**src/rtl/rom_loader_qspi_writer_if.sv**
```systemverilog
// rtl/rom_loader_qspi_writer_if.sv - ROM loader load/sck/data/ack handshake bundle
interface rom_loader_qspi_writer_if #(
    parameter int DATA_WIDTH = 16
);
    logic                  load;
    logic                  sck;
    logic [DATA_WIDTH-1:0] data;
    logic                  ack;

    modport master (output load, output sck, output data, input ack);
    modport slave  (input load, input sck, input data, output ack);
endinterface

```
**src/rtl/rom_loader_qspi_writer.sv**
```systemverilog
// rtl/rom_loader_qspi_writer.sv - ROM loader responder writing words into SQI serial SRAM
module rom_loader_qspi_writer #(
    parameter int          DATA_WIDTH    = 16,
    parameter int          ADDRESS_WIDTH = 16,
    parameter logic [7:0]  WRITE_CMD     = 8'h02
) (
    input  logic                     clk,
    input  logic                     reset,
    rom_loader_qspi_writer_if.slave  rom_loader,
    output logic                     rom_loader_active,
    output logic                     rom_cs_n,
    output logic                     rom_sck,
    output logic                     rom_sio_oe,
    output logic [3:0]               rom_sio_o,
    output logic [ADDRESS_WIDTH-1:0] word_count
);
    // Zero padding that turns a word index into a 24-bit byte address.
    localparam int PAD = 23 - ADDRESS_WIDTH;

    typedef enum logic [1:0] {IDLE, SHIFT, DESEL, ACK} state_t;

    state_t                   state;
    logic                     sck_q;
    logic                     load_q;
    logic [ADDRESS_WIDTH-1:0] index;
    // Nibbles still to be driven after the one currently on rom_sio_o.
    logic [43:0]              shreg;
    logic [4:0]               t;

    logic                     sck_rise;
    logic                     load_rise;
    logic [ADDRESS_WIDTH-1:0] index_eff;
    logic [23:0]              byte_addr;

    // Strobe/session edge detection; a session start in the same cycle as a strobe writes address 0.
    always_comb begin
        sck_rise  = !sck_q && rom_loader.sck;
        load_rise = !load_q && rom_loader.load;
        index_eff = load_rise ? '0 : index;
        byte_addr = {{PAD{1'b0}}, index_eff, 1'b0};
    end

    // The SoC uses this to hand the ROM pins to this block.
    assign rom_loader_active = rom_loader.load | (state != IDLE);

    // Write FSM: command, address, data nibbles with SRAM sampling on rom_sck rise.
    always_ff @(posedge clk) begin
        if (reset) begin
            state          <= IDLE;
            sck_q          <= 1'b0;
            load_q         <= 1'b0;
            index          <= '0;
            word_count     <= '0;
            shreg          <= '0;
            t              <= '0;
            rom_cs_n       <= 1'b1;
            rom_sck        <= 1'b0;
            rom_sio_oe     <= 1'b0;
            rom_sio_o      <= 4'h0;
            rom_loader.ack <= 1'b0;
        end else begin
            sck_q  <= rom_loader.sck;
            load_q <= rom_loader.load;
            case (state)
                IDLE: begin
                    if (sck_rise && rom_loader.load) begin
                        state      <= SHIFT;
                        rom_cs_n   <= 1'b0;
                        rom_sck    <= 1'b0;
                        rom_sio_oe <= 1'b1;
                        rom_sio_o  <= WRITE_CMD[7:4];
                        shreg      <= {WRITE_CMD[3:0], byte_addr, rom_loader.data};
                        t          <= '0;
                    end
                end
                SHIFT: begin
                    t <= t + 5'd1;
                    if (t == 5'd23) begin
                        state      <= DESEL;
                        rom_cs_n   <= 1'b1;
                        rom_sck    <= 1'b0;
                        rom_sio_oe <= 1'b0;
                        rom_sio_o  <= 4'h0;
                    end else if (!t[0]) begin
                        rom_sck <= 1'b1;
                    end else begin
                        // Falling edge of rom_sck: present the next nibble for the following rise.
                        rom_sck   <= 1'b0;
                        rom_sio_o <= shreg[43:40];
                        shreg     <= {shreg[39:0], 4'h0};
                    end
                end
                DESEL: begin
                    index <= index + 1'b1;
                    if (word_count != '1) begin
                        word_count <= word_count + 1'b1;
                    end
                    if (rom_loader.load) begin
                        state          <= ACK;
                        rom_loader.ack <= 1'b1;
                    end else begin
                        state <= IDLE;
                    end
                end
                ACK: begin
                    if (!rom_loader.sck || !rom_loader.load) begin
                        rom_loader.ack <= 1'b0;
                        state          <= IDLE;
                    end
                end
                default: state <= IDLE;
            endcase
            if (load_rise) begin
                index      <= '0;
                word_count <= '0;
            end
        end
    end
endmodule

```
**src/flat_wrapper.sv**
```systemverilog
// flat-port wrapper written by rule: the top's interface ports become plain ports
module rom_loader_qspi_writer_flat 
#(
    parameter int          DATA_WIDTH    = 16,
    parameter int          ADDRESS_WIDTH = 16,
    parameter logic [7:0]  WRITE_CMD     = 8'h02
)
  (clk, reset, rom_loader_active, rom_cs_n, rom_sck, rom_sio_oe, rom_sio_o, word_count, rom_loader_load, rom_loader_sck, rom_loader_data, rom_loader_ack);
  rom_loader_qspi_writer_if #(.DATA_WIDTH(DATA_WIDTH)) rom_loader_i ();
  input  logic clk;
  input  logic reset;
  output logic rom_loader_active;
  output logic rom_cs_n;
  output logic rom_sck;
  output logic rom_sio_oe;
  output logic [3:0] rom_sio_o;
  output logic [ADDRESS_WIDTH-1:0] word_count;
  input wire logic [$bits(rom_loader_i.load)-1:0] rom_loader_load;
  input wire logic [$bits(rom_loader_i.sck)-1:0] rom_loader_sck;
  input wire logic [$bits(rom_loader_i.data)-1:0] rom_loader_data;
  output wire logic [$bits(rom_loader_i.ack)-1:0] rom_loader_ack;
  assign rom_loader_i.load = rom_loader_load;
  assign rom_loader_i.sck = rom_loader_sck;
  assign rom_loader_i.data = rom_loader_data;
  assign rom_loader_ack = rom_loader_i.ack;
  rom_loader_qspi_writer #(.DATA_WIDTH(DATA_WIDTH), .ADDRESS_WIDTH(ADDRESS_WIDTH), .WRITE_CMD(WRITE_CMD)) u_core (.clk(clk), .reset(reset), .rom_loader(rom_loader_i), .rom_loader_active(rom_loader_active), .rom_cs_n(rom_cs_n), .rom_sck(rom_sck), .rom_sio_oe(rom_sio_oe), .rom_sio_o(rom_sio_o), .word_count(word_count));
endmodule
```
**config.mk**
```make
export PLATFORM = sky130hd
export DESIGN_NAME = rom_loader_qspi_writer_flat
export DESIGN_NICKNAME = d
export VERILOG_FILES = /design/src/rtl/rom_loader_qspi_writer_if.sv /design/src/rtl/rom_loader_qspi_writer.sv /design/src/flat_wrapper.sv
export SDC_FILE = /design/constraint.sdc
export NUM_CORES = 1
export LEC_CHECK = 0
export CAP_MARGIN = 0
export CORE_ASPECT_RATIO = 0.75
export CORE_UTILIZATION = 30
export CTS_CLUSTER_DIAMETER = 150
export DETAILED_ROUTE_END_ITERATION = 10
export RECOVER_POWER = 25
export REMOVE_ABC_BUFFERS = 1
export SLEW_MARGIN = 20
export SYNTH_ARGS = -nofsm -noshare
export SYNTH_HDL_FRONTEND = slang
export SYNTH_SLANG_ARGS = --single-unit
```
**constraint.sdc**
```tcl
create_clock -name clk -period 3.9 [get_ports clk]
set_input_delay 1.17 -clock clk [delete_from_list [all_inputs] [get_ports clk]]
set_output_delay 1.17 -clock clk [all_outputs]
set_load 0.01 [all_outputs]
```
==> metrics.cfg <==
[power_and_ir_drop]
p_int_w=0.001564
p_switching_w=0.0006406
leakage_nw=1.661
seqPwrFrac_pct=47.9
swShare_pct=29.06
ir_drop_v=0.0002909
p_clk_share_pct=37.9
p_per_area_mw_per_mm2=450.3
p_comb_share_pct=14.2

[worst_setup_path]
cp-end-kind=output port
r2r_slack_ns=1.46
reg2regPathDepth=6
reg2reg_to=u_core.shreg[27]
cp.arrival_ns=2.39
path_class=input port to output port
start_kind=input port
cp_max_fo=3
r2r_start=u_core.t[0]
worst_ep_required_time_ns=2.73

[floorplan]
die_w_um=136.0
dieArea_mm2=0.01394
fp-row-count=36
io_pins=45
start_util_pct=30.94
die_h_um=102.5
core_mm2=0.01306

[run]
max_cap_viol_count=1

[sta]
relSlewSlack_pct=-34.11
timing.final.crit_share_pct=91.26
fin_tns_setup_ns=0
post-route-min-period_ns=3.559
rsz0062_at_grt=no
skew_ns=0.004413
worst_pin_slew_ns=2.012
setup_viol=0
slew_viol_final=48
timing_hold_violations_final=0
fmaxAchievable_mhz=281.0

[synth]
ys_types=48
synth-async-reset-ratio_pct=0
ys_top_cells_by_count=dfxtp_1, nor2_1, nand2_1
syn_area_mm2=0.004041
yosysTopAreaCellShare_pct=46.07
synth_enable_flop_cells=0
synth_top_area_cell=dfxtp_1
yosysSeqAreaShare_pct=46.07
ys_warn_count=0
synth_ff_type=dfxtp_1
syn_inst=490
yosysMostFrequentCell=dfxtp_1
syn_avg_cell_area_um2=8.248
yosys-top-cells-area=dfxtp_1, nor2_1, nand2_1, a21oi_1, a221oi_1
ys_ff_latch=93

[hold_path]
min_path_type=flop to flop
hold_end=u_core.shreg[3]
min-delay-start=u_core.shreg[3]
whs_path_depth=2

[outcome]
outcome=finished, violations left
violations=max-capacitance violations, max-slew violations

[placement]
portBuffers=44
hpwl_mm=6.225
routabilityCongestion=0.7964

[drt]
first_pass_iters=5
drcViolationCount=0
vias=3606
first_iter_violations=235
detail-route-antenna-nets=0
avgViaCountPerCell=5.196
totalWireLength_mm=9.554
routedWlPerCell_um=13.77

[clocking]
cts_hold_buf=0
post-cts-setup-buffers=0
cts_tree=done
clock-sinks=93
h-tree-depth=3
root_buffer=clkbuf_16
insertion_delay_ns=0.34
numCtsBuffers=9
clk_path_buf_depth=2
clkTransAtPathRegs_ns=0.07
cts_resized=0

[final_layout]
drive_above_1_share_pct=5.545
postLayoutCoreUtil_pct=37.47
n_antenna_cell=0
area_delta_synth_final_pct=21.11
final_nets=541

[global_routing]
grt_first_pass_wirelength_mm=15.97
grt_max_degree=48
overflow=0
grt_pass1_vias=3348
track_usage_pct=14.19
grt_antenna_before_repair=0

-- worst max-delay path, cell delays in order --
cell and delay (ns):
dlygate4sd3_1 0.55, inv_1 0.07, nand2_1 0.06, clkdlybuf4s50_1 0.54
-- registers in the layout, indices dropped and copies added, names as in the netlist --
register / cells
u_core.shreg: 44
u_core.index: 16
u_core.word_count: 16
u_core.t: 5
u_core.rom_sio_o: 4
u_core.state: 2
u_core.load_q: 1
u_core.rom_cs_n: 1
u_core.rom_loader.ack: 1
u_core.rom_sck: 1
u_core.rom_sio_oe: 1
u_core.sck_q: 1
-- through the flow --
| step | worst slack, ns | cells | total power (W) | area, um^2 | hold WS (ns) |
|---|---|---|---|---|---|
| floorplan | 0.5952 | 457 | 0.001264 | 3891 | 0.4258 |
| global placement | 0.4237 | 678 | 0.001386 | 4613 | 0.4401 |
| detailed placement | 0.4234 | 678 | 0.001394 | 4613 | 0.4447 |
| CTS | 0.4152 | 694 | 0.002229 | 4895 | 0.4572 |
| global route | 0.2489 | 694 | 0.002309 | 4895 | 0.4624 |
| finish | 0.3410 | 694 | 0.002204 | 4895 | 0.4557 |
-- cells in the final DEF, fill, tap and decap left out, types with 3 or more instances in the layout --
master and count:
dfxtp_1 93, nor2_1 61, nand2_1 59, a21oi_1 43
clkdlybuf4s50_1 30, nand3_1 29, nor3_1 25, o21ai_0 23
a221oi_1 17, a311oi_1 15, dlygate4sd3_1 13, or3_1 11
nand4_1 9, clkbuf_16 9, inv_1 8, xnor2_1 7
buf_4 4, nor2b_1 3, nand2b_1 3, o31ai_1 3
and3_1 3, xor2_1 3, and4_1 3, or4_1 3
ha_1 3, inv_6 3, clkbuf_1 3
-- power by group through the flow --
stage / clock [W] / sequential, W / combinational [W]
6_report: 0.000835 / 0.00106 / 0.000313
3_5_place_dp: 0 / 0.00108 / 0.000317
3_3_place_gp: 0 / 0.00107 / 0.000312
2_1_floorplan: 0 / 0.00107 / 0.000199
4_1_cts: 0.000855 / 0.00106 / 0.000319
5_1_grt: 0.000894 / 0.00106 / 0.000352
-- routing by layer --
layer / vias up / global-route usage (%) / routed length [um]
met4: 0 / 3.675 / 74
li1: 1831 / - / -
met1: 1699 / 20.06 / 5056
met2: 69 / 21.28 / 4063
met5: - / 0 / 0
met3: 7 / 3.786 / 360
-- cell families (layout without fill, tap and decap cells) --
logic type / after synthesis / after routing / share of synthesized area [%]
simple gates: 227 / 227 / 27.71
compound gates: 114 / 114 / 18.17
flops: 93 / 93 / 46.07
buf+inv: 41 / 74 / 4.458
xor+xnor: 10 / 10 / 2.167
fa+ha+maj: 3 / 3 / 0.9289
mux: 2 / 2 / 0.4954
-- how the worst max path moves through the flow --
stage,startpoint,endpoint,slack [ns],cells after the start
after CTS,rom_loader_load,rom_loader_active,0.42,4
after global routing,reset,u_core.state[1],0.25,3
after floorplan,u_core.t[0],u_core.shreg[10],0.60,4
after global placement,rom_loader_load,rom_loader_active,0.42,4
final,rom_loader_load,rom_loader_active,0.34,4
after detailed placement,rom_loader_load,rom_loader_active,0.42,4
-- area by class of cell --
class | count | area (um^2)
multi-input cells | 356 | 2036
flip-flops and latches | 93 | 1862
clock buffers | 9 | 225.2
well taps | 171 | 214.0
clock inverters | 7 | 56.30
fillers | 1325 | 8168
inverters | 8 | 30.03
repair buffers | 50 | 471.7
Note: power is estimated with default switching activity, not from simulation.
